File: src/rtl/acc_requant_drain.sv
// Captures one row of NUM_COLS accumulators and drains it one requantised element per
// accepted cycle. Define REQUANT_ROUND_EN to add round-half-up ahead of the shift.
module acc_requant_drain #(
    parameter int unsigned DATA_WIDTH = 16,
    parameter int unsigned ACC_WIDTH  = 32,
    parameter int unsigned NUM_COLS   = 4,
    parameter int unsigned SHIFT_W    = $clog2(ACC_WIDTH),
    localparam int unsigned COL_W     = $clog2(NUM_COLS)
) (
    input  logic                          clk_i,
    input  logic                          rst_ni,
    input  logic [SHIFT_W-1:0]            shift_i,
    input  logic                          row_valid_i,
    output logic                          row_ready_o,
    input  logic [NUM_COLS*ACC_WIDTH-1:0] row_acc_i,
    input  logic                          row_last_i,
    output logic                          z_valid_o,
    input  logic                          z_ready_i,
    output logic [DATA_WIDTH-1:0]         z_o,
    output logic [COL_W-1:0]              col_idx_o,
    output logic                          z_last_o,
    output logic                          sat_o,
    input  logic                          clr_sat_i
);

    typedef enum logic [0:0] {StIdle, StDrain} state_e;

    localparam logic [DATA_WIDTH-1:0] ZMax = {1'b0, {(DATA_WIDTH-1){1'b1}}};
    localparam logic [DATA_WIDTH-1:0] ZMin = {1'b1, {(DATA_WIDTH-1){1'b0}}};

    state_e                        state_q, state_d;
    logic [COL_W-1:0]              col_q, col_d;
    logic [NUM_COLS*ACC_WIDTH-1:0] buf_q, buf_d;
    logic [SHIFT_W-1:0]            shift_q, shift_d;
    logic                          last_q, last_d;
    logic                          sat_q, sat_d;

    logic                          capture, accept, col_end;
    logic signed [ACC_WIDTH-1:0]   elem;
    logic signed [ACC_WIDTH:0]     ext, t;
    logic                          sat_hi, sat_lo;
    logic [DATA_WIDTH-1:0]         z_sat;

    assign col_end = (col_q == COL_W'(NUM_COLS - 1));
    assign capture = (state_q == StIdle) && row_valid_i;
    assign accept  = (state_q == StDrain) && z_ready_i;

    // State register
    always_ff @(posedge clk_i or negedge rst_ni) begin
        if (!rst_ni) begin
            state_q <= StIdle;
            col_q   <= '0;
            buf_q   <= '0;
            shift_q <= '0;
            last_q  <= 1'b0;
            sat_q   <= 1'b0;
        end else begin
            state_q <= state_d;
            col_q   <= col_d;
            buf_q   <= buf_d;
            shift_q <= shift_d;
            last_q  <= last_d;
            sat_q   <= sat_d;
        end
    end

    // Next-state logic
    always_comb begin
        state_d = state_q;
        col_d   = col_q;
        buf_d   = buf_q;
        shift_d = shift_q;
        last_d  = last_q;
        unique case (state_q)
            StIdle: begin
                if (capture) begin
                    buf_d   = row_acc_i;
                    shift_d = shift_i;
                    last_d  = row_last_i;
                    col_d   = '0;
                    state_d = StDrain;
                end
            end
            StDrain: begin
                if (accept) begin
                    if (col_end) begin
                        state_d = StIdle;
                    end else begin
                        col_d = col_q + 1'b1;
                    end
                end
            end
            default: state_d = StIdle;
        endcase
    end

    // Requantisation datapath; one extra bit keeps the rounding add from wrapping.
    always_comb begin
        elem = buf_q[col_q*ACC_WIDTH +: ACC_WIDTH];
        ext  = {elem[ACC_WIDTH-1], elem};
`ifdef REQUANT_ROUND_EN
        begin
            logic signed [ACC_WIDTH:0] rnd;
            logic signed [ACC_WIDTH:0] sum;
            rnd = '0;
            if (shift_q != '0) begin
                rnd = (ACC_WIDTH+1)'(1) << (shift_q - 1'b1);
            end
            sum = ext + rnd;
            t   = sum >>> shift_q;
        end
`else
        t = ext >>> shift_q;
`endif
        sat_hi = !t[ACC_WIDTH] && (|t[ACC_WIDTH-1:DATA_WIDTH-1]);
        sat_lo = t[ACC_WIDTH] && !(&t[ACC_WIDTH-1:DATA_WIDTH-1]);
        if (sat_hi) begin
            z_sat = ZMax;
        end else if (sat_lo) begin
            z_sat = ZMin;
        end else begin
            z_sat = t[DATA_WIDTH-1:0];
        end
    end

    // Sticky saturation flag: a saturating accept beats a same-cycle clear.
    always_comb begin
        sat_d = sat_q;
        if (clr_sat_i) begin
            sat_d = 1'b0;
        end
        if (accept && (sat_hi || sat_lo)) begin
            sat_d = 1'b1;
        end
    end

    // Outputs
    always_comb begin
        row_ready_o = 1'b0;
        z_valid_o   = 1'b0;
        z_o         = '0;
        col_idx_o   = '0;
        z_last_o    = 1'b0;
        unique case (state_q)
            StIdle: begin
                row_ready_o = 1'b1;
            end
            StDrain: begin
                z_valid_o = 1'b1;
                z_o       = z_sat;
                col_idx_o = col_q;
                z_last_o  = last_q && col_end;
            end
            default: begin
                row_ready_o = 1'b0;
            end
        endcase
    end

    assign sat_o = sat_q;

endmodule

File: config.mk
export PLATFORM = sky130hd
export DESIGN_NAME = acc_requant_drain
export DESIGN_NICKNAME = d
export VERILOG_FILES = /design/src/rtl/acc_requant_drain.sv
export SDC_FILE = /design/constraint.sdc
export NUM_CORES = 1
export LEC_CHECK = 0
export CAP_MARGIN = 15
export CORE_ASPECT_RATIO = 0.7
export CORE_MARGIN = 2
export CORE_UTILIZATION = 35
export DETAILED_ROUTE_END_ITERATION = 8
export PLACE_DENSITY = 0.56
export SKIP_CTS_REPAIR_TIMING = 1
export SLEW_MARGIN = 25
export SYNTH_ARGS = -nofsm -noshare
export SYNTH_HDL_FRONTEND = slang
export SYNTH_SLANG_ARGS = --single-unit
File: constraint.sdc
create_clock -name clk_i -period 7.3 [get_ports clk_i]
set_clock_uncertainty 0.2 [all_clocks]
set_input_delay 1.46 -clock clk_i [delete_from_list [all_inputs] [get_ports clk_i]]
set_output_delay 1.46 -clock clk_i [all_outputs]
set_load 0.03 [all_outputs]
# Word level (Yosys, flattened, before mapping)
# Index checks and enable logic that the tools add are counted.
[word_totals] wordCells=45 register_bits=138 in_bits=139 out_inout_bits=22
[classes] eq_ne=4 n_reduce_logical=14 bitwise_logic=1 n_shift=2 muxes=17 addsub=1
[op_table] op="128-bit by 8-bit variable part select with 32-bit output" n=1
[op_table] op="16-bit 2-to-1 mux" n=3
[op_table] op="32-bit by 5-bit >>> shifter with 33-bit output" n=1
[op_table] op="17-bit AND reduction" n=1
[op_table] op="17-bit OR reduction" n=1
[op_table] op="1-bit 2-to-1 mux" n=8
[op_table] op="2-bit 2-to-1 mux" n=4
[op_table] op="1-bit logical AND" n=6
[op_table] op="2-bit inequality test, second input constant" n=2
[op_table] op="2-bit one-hot mux with 2 select lines" n=1
[op_table] op="3-bit AND reduction" n=1
[op_table] op="2-bit by 1-bit adder with 2-bit output, second input constant" n=1
[op_table] op="2-bit == test, second input constant" n=1
[op_table] op="1-bit zero test" n=2
[op_table] op="2-bit by 1-bit inequality test with 1-bit output, second input constant" n=1
[op_table] op="1-bit one-hot mux with 2 select lines" n=1
[op_table] op="2-bit AND reduction" n=1
[op_table] op="2-bit nonzero test" n=1
[op_table] op="1-bit logical OR" n=1
[op_table] op="1-bit inverter" n=1

# Logic depth before layout (Yosys ltp)
# Gate-level depths: netlist of the first run.
[depth] depth_word=8 mapped_depth=14 mapped_depth_nobuf=9

# Worst setup path before layout of the first run
# Ideal clock, no wire load.
[synth_timing] kind="reg-to-output" start="reg col_q[0]" end="out z_o[1]" n_path_buf=2 path_stages_with_launch=12 path_slack_ns=2.029 required_ns=5.640 t_arrival_ns=3.611 cell_sequence="dfrtp_1 > buf_4 > inv_2 > buf_2 > mux4_2 > mux2_4 > mux2_2 > a221oi_2 > nand4_1 > o311ai_2 > nand2_2 > o31ai_1"
[synth_via] elab_chain_len=8 word_cells_on_any_way=11
[synth_rtl] item="start: declaration" line="32" source="logic [COL_W-1:0] col_q, col_d;"
[synth_rtl] item="start signal: assignment" line="59" source="col_q <= col_d;"
[synth_rtl] item="128-bit by 8-bit variable part select with 32-bit output *" line="99" source="elem = buf_q[col_q*ACC_WIDTH +: ACC_WIDTH];"
[synth_rtl] item="32-bit by 5-bit >>> shifter with 33-bit output *" line="113" source="t = ext >>> shift_q;"
[synth_rtl] item="17-bit AND reduction" line="116" source="sat_lo = t[ACC_WIDTH] && !(&t[ACC_WIDTH-1:DATA_WIDTH-1]);"
[synth_rtl] item="1-bit zero test" line="116"
[synth_rtl] item="1-bit logical AND" line="116"
[synth_rtl] item="16-bit 2-to-1 mux" line="119" source="end else if (sat_lo) begin"
[synth_rtl] item="16-bit 2-to-1 mux *" line="117" source="if (sat_hi) begin"
[synth_rtl] item="16-bit 2-to-1 mux *" line="144" source="unique case (state_q)"
[synth_rtl] item="end: declaration" line="19" source="output logic [DATA_WIDTH-1:0] z_o,"
# Mark *: on every way between the ends. The rest lies on a longest branch, timed or not.

# Worst setup path after layout of the first run
[layout_timing] start="reg col_q[1]" end="out z_o[0]"
# The elaborated chain is that of the path after synthesis.

==> results_dict.tcl, run 1 <==
set metrics [dict create \
    slew-limit-headroom_pct 48.5 \
    cts-root-buf "clkbuf_16" \
    path_cells "buf_4 -> mux2i_1 -> mux4_2 -> o22ai_1 -> a311oi_1 -> o211ai_1 -> nor4_1 -> nand3_1 -> nand4_1 -> o21ai_0 -> clkdlybuf4s50_1" \
    path_class "reg2out" \
    syn_to_final_growth_pct 29.6 \
    detail_route.wl_per_cell_um 21.1 \
    start_util_pct 35.6 \
    slowest_stage "clkdlybuf4s50_1" \
    yosys.area.top_type "dfrtp_1" \
    syn_nets 887 \
    ir_drop_mv 0.381 \
    fmax_mhz 149 \
    min_from "last_q" \
    numCtsBuffers 17 \
    vias 6647 \
    crit_buf_inv 2 \
    synth_cell_types 62 \
    io_buffers 160 \
    stdcell_area_um2 10900 \
    worst_path_largest_cell_delay_ns 0.65 \
    yosysMostFrequentCell "mux2_2" \
    dp_slack_ns 1.15 \
    postSynthCellCount 747 \
    initialDrtViolationCount 694 \
    die_area_um2 25300 \
    p_leak_nw 4.34 \
    cts_sinks 138 \
    yosysTopAreaCellShare_pct 41.1 \
    drt-vias-per-instance 5.47 \
    tightest_slew_ns 0.772 \
    antenna_found_initial 2 \
    rsz0062_at_grt "false" \
    die_w_um 189 \
    power.density_nw_per_um2 589 \
    setup_slack_ns 0.570 \
    worstPathArrival_ns 5.07 \
    synth_area_um2 8410 \
    fin_crit_sh_pct 92.2 \
    fin_nets 1024 \
    placed_cell_area_um2 10300 \
    avgSynthCellArea_um2 11.3 \
    ant_nets 0 \
    startpoint "col_q[1]" \
    yosys_warnings 0 \
    critPathMaxFanout 23 \
    hpwl_mm 18.8 \
    rows 47 \
    ys_ff_latch 138 \
    clk_latency_ns 0.44 \
    die-height_um 134 \
    grt_pass1_vias 6509 \
    coreArea_um2 23600 \
    final-hold-violation-count 0 \
    synth-main-ff-cell "dfrtp_1" \
    r2r_start "col_q[1]" \
    maxCapViolCount 0 \
    async_reset_ff_share_pct 100 \
    clk_pin_slew_worst_paths_ns 0.07 \
    startpoint_type "flip-flop" \
    drc 0 \
    finalSetupViolCount 0 \
    drive_gt1_share_pct 28.4 \
    netlist_top_cells_count "mux2_2, dfrtp_1, nand2_1, nor2_1, mux2i_1" \
    clockBufferDepth 2 \
    slew_viol_final 0 \
    place_congestion 0.907 \
    io_pins 161 \
    ys_top_cells_by_area "dfrtp_1, mux2_2, mux4_2" \
    crit_path_end_kind "primary output" \
    grt_max_degree 114 \
    cp_top_family "compound AO/OA/AOI/OAI gates" \
    grt_usage_pct 20.7 \
    wirelength_mm 25.6 \
    seq_area_frac_synth_pct 41.1 \
    setup-tns-final_ns 0 \
    outcome "completed" \
    crit_required_ns 5.64 \
    cts_max_level 4 \
    hp-class "reg2reg" \
    grt.overflow.total 0 \
    fin_crit_ns 6.73 \
    grt_pass1_wl_mm 39.4 \
    synth-edff-count 0 \
    cts_tree "built" \
    dr.pass1.iters 5 \
]
==> placed cells by master, fill, tap and decap left out, drive strengths merged, types with 2 or more instances in the layout <==
| cell | instances |
|---|---|
| a31oi | 2 |
| clkinv | 7 |
| o32ai | 5 |
| a211oi | 7 |
| a21oi | 26 |
| nand3 | 8 |
| a221oi | 2 |
| o211ai | 3 |
| mux4 | 34 |
| dfrtp | 138 |
| clkdlybuf4s50 | 159 |
| o2bb2ai | 3 |
| o22a | 2 |
| nor4 | 4 |
| mux2 | 153 |
| or2 | 3 |
| mux2i | 46 |
| and2 | 3 |
| o221ai | 6 |
| nor2 | 50 |
| bufinv | 4 |
| nand2 | 77 |
| o21ai | 47 |
| nor3 | 11 |
| nand2b | 5 |
| clkbuf | 19 |
| nor2b | 5 |
| a2111oi | 3 |
| o22ai | 12 |
| o31ai | 5 |
| inv | 12 |
| nand4 | 4 |
| buf | 14 |
| a22oi | 2 |
==> stage by stage <==
| step | utilization, % | hold slack, ns | cells | total power [mW] |
|---|---|---|---|---|
| after global placement | 43.5 | 0.285 | 1183 | 5.47 |
| final | 46.1 | 0.299 | 1216 | 6.42 |
| after detailed placement | 43.5 | 0.291 | 1183 | 5.43 |
| after floorplan | - | 0.273 | 747 | 4.18 |
| after global routing | 46.1 | 0.316 | 1215 | 6.82 |
| after CTS | 46.1 | 0.304 | 1215 | 6.39 |
==> final timing paths <==
| kind | end | slack, ns | depth (start not counted) |
|---|---|---|---|
| setup / recovery | z_o[0] | 0.57 | 11 |
| hold reg to reg | last_q | 0.30 | 1 |
| max in group asynchronous | col_q[0] | 4.71 | 2 |
| hold / removal | last_q | 0.30 | 1 |
| min in group asynchronous | buf_q[24] | 0.87 | 1 |
| setup reg to reg | sat_o | 3.44 | 10 |
==> cell families after synthesis <==
logic type | synth area share [%]
fa+ha+maj | 0.149
simple gates | 8.76
flops | 41.1
mux | 35.2
buf+inv | 3.70
compound gates | 11.2
==> routing by layer <==
metal / GRT usage (%) / vias up / wire length [µm]
li1: - / 3074 / -
met1: 33.7 / 3265 / 13300
met2: 26.3 / 276 / 9800
met3: 5.27 / 30 / 2210
met4: 5.73 / 2 / 298
met5: 0 / - / 11
==> registers in the layout (all words and copies together), names as in the netlist <==
register,cells
state_q,1
last_q,1
sat_o,1
shift_q,5
buf_q,128
col_q,2
==> worst reg2reg max path: cells and delay by family (launching register included) <==
kind,cells,cell delay (ns)
buffers and inverters,1,0.41
AOI/OAI and AO/OA,4,1.02
DFF,1,0.60
muxes,2,0.79
and+or+nand+nor,3,0.72
==> area by class of cell <==
| cell class | count | area [µm²] |
|---|---|---|
| antenna | 1 | 2.50 |
| clock buffer | 19 | 433 |
| clock inverter | 13 | 190 |
| fill | 2211 | 12700 |
| inverter | 11 | 41.3 |
| multi-input combinational | 543 | 4650 |
| sequential | 138 | 3460 |
| tap | 318 | 398 |
| timing repair buffer | 173 | 1730 |
==> report_power, final <==
| part | switching (mW) | leakage (nW) | total [mW] | internal [mW] |
|---|---|---|---|---|
| clock | 0.366 | 0.302 | 0.941 | 0.575 |
| sequential | 0.316 | 1.66 | 1.47 | 1.15 |
| combinational | 2.28 | 2.38 | 4.01 | 1.73 |
| total | 2.96 | 4.34 | 6.42 | 3.46 |
(Power assumes the default switching activity.)
==> run 2: changes to the inputs <==
--- a/config.mk
+++ b/config.mk
@@ -8,11 +8,11 @@
 export CAP_MARGIN = 15
 export CORE_ASPECT_RATIO = 0.7
 export CORE_MARGIN = 2
-export CORE_UTILIZATION = 35
+export CORE_UTILIZATION = 25
 export DETAILED_ROUTE_END_ITERATION = 8
-export PLACE_DENSITY = 0.56
+export PLACE_DENSITY = 0.42
 export SKIP_CTS_REPAIR_TIMING = 1
-export SLEW_MARGIN = 25
+export SLEW_MARGIN = 15
 export SYNTH_ARGS = -nofsm -noshare
 export SYNTH_HDL_FRONTEND = slang
 export SYNTH_SLANG_ARGS = --single-unit
==> results_dict.tcl, run 2 (synthesis results as in run 1) <==
set metrics [dict create \
    hpwl_mm 20.9 \
    worst_path_largest_cell_delay_ns 0.65 \
    stdcell_area_um2 11100 \
    largest-register "buf_q" \
    worstReg2RegEnd "sat_o" \
    die_w_um 223 \
    final-hold-violation-count 0 \
    cts_sinks 138 \
    start_util_pct 25.3 \
    power.density_nw_per_um2 592 \
    largestRegisters "buf_q x128, shift_q x5, col_q x2" \
    maxCapViolCount 0 \
    coreArea_um2 33300 \
    cp_top_family "compound AO/OA/AOI/OAI gates" \
    io_pins 161 \
    slew-limit-headroom_pct 46.5 \
    crit_required_ns 5.64 \
    placed_cell_area_um2 10400 \
    clk_latency_ns 0.45 \
    worstPathArrival_ns 4.97 \
    die-height_um 157 \
    detail_route.wl_per_cell_um 21.0 \
    vias 6674 \
    hold_path_end "buf_q[52]" \
    drc 0 \
    min_from "buf_q[52]" \
    io_buffers 160 \
    rsz0062_at_grt "false" \
    final_cell_mix "clkdlybuf4s50_1, mux2_2, dfrtp_1" \
    hold_path_depth 1 \
    nFillCells 3375 \
    slew_viol_final 0 \
    setup_slack_ns 0.668 \
    grt.overflow.total 0 \
    regToRegSetupSlack_ns 3.61 \
    wirelength_mm 28.0 \
    largest_reg_flops 128 \
    grt_usage_pct 16.4 \
    clockBufferDepth 2 \
    rr_worst_depth 10 \
    setup-tns-final_ns 0 \
    slowest_stage "clkdlybuf4s50_1" \
    fin_nets 1024 \
    syn_to_final_growth_pct 31.7 \
    die_area_um2 35100 \
    dp_slack_ns 1.13 \
    grt_max_degree 114 \
    finalSetupViolCount 0 \
    drt-vias-per-instance 5.01 \
    p_total_mw 6.55 \
    place_congestion 0.880 \
    startpoint "col_q[1]" \
    cts_tree "built" \
    initialDrtViolationCount 507 \
    p_leak_nw 4.36 \
    dr.pass1.iters 4 \
    layout_commonest_cell "clkdlybuf4s50_1" \
    path_class "reg2out" \
    fmax_mhz 151 \
    grt_pass1_vias 6780 \
    numCtsBuffers 17 \
    clk_pin_slew_worst_paths_ns 0.07 \
    antenna_found_initial 1 \
    post-route-util_pct 33.3 \
    cts-root-buf "clkbuf_16" \
    crit_path_end_kind "primary output" \
    grt_pass1_wl_mm 43.1 \
    crit_buf_inv 2 \
    cts_max_level 4 \
    ir_drop_mv 0.203 \
    tightest_slew_ns 0.800 \
    fin_crit_sh_pct 90.8 \
    hp-class "reg2reg" \
    ant_nets 0 \
    startpoint_type "flip-flop" \
    outcome "completed" \
    drive_gt1_share_pct 29.0 \
    r2r_start "col_q[1]" \
    fin_crit_ns 6.63 \
    critPathMaxFanout 35 \
    rows 56 \
    path_cells "buf_12 -> mux4_2 -> mux2i_2 -> o32ai_1 -> a2111oi_1 -> nand2_1 -> a2111oi_2 -> nand3_1 -> nand4_1 -> o21ai_1 -> clkdlybuf4s50_1" \
]
run 2: changes by cell type in the layout (fill, tap and decap cells not counted):
cell	previous run	this run
clkdlybuf4s50_1	159	156
inv_8	0	3
buf_12	2	4
clkbuf_1	2	0
clkinv_2	2	0
buf_4	11	12
bufinv_16	4	3
clkinv_8	0	1
inv_6	3	4
run 2: stage by stage:
step | hold WS, ns | std cells
after floorplan | 0.273 | 747
after global placement | 0.285 | 1300
after detailed placement | 0.290 | 1300
after CTS | 0.306 | 1332
after global routing | 0.313 | 1332
final | 0.300 | 1333
run 2: cell type report:
type	instances	area [µm²]	share of cell area, %
inverter	11	41.3	0.373
timing repair buffer	173	1740	15.7
clock inverter	15	209	1.89
tap	435	544	4.92
antenna	1	2.50	0.0226
multi-input combinational	543	4650	42.0
sequential	138	3460	31.2
clock buffer	17	425	3.84
run 2: power breakdown:
group | internal (mW) | total, mW | switching, mW | leakage, nW
sequential | 1.15 | 1.47 | 0.315 | 1.66
combinational | 1.76 | 4.13 | 2.37 | 2.39
clock | 0.553 | 0.955 | 0.402 | 0.308
run 2: worst max-delay path by stage:
stage | endpoint | slack, ns | cells after the start
finish | z_o[5] | 0.67 | 11
floorplan | z_o[1] | 2.03 | 11
global placement | z_o[5] | 1.23 | 11
CTS | z_o[5] | 0.65 | 11
detailed placement | z_o[5] | 1.13 | 11
global route | z_o[5] | 0.33 | 11
run 2: layer usage:
metal  share of wire [%]  global-route usage (%)
met1                  54                    25.7
met4                0.82                    3.64
met3                 6.4                    4.27
met2                  39                    21.9
met5                   0                       0
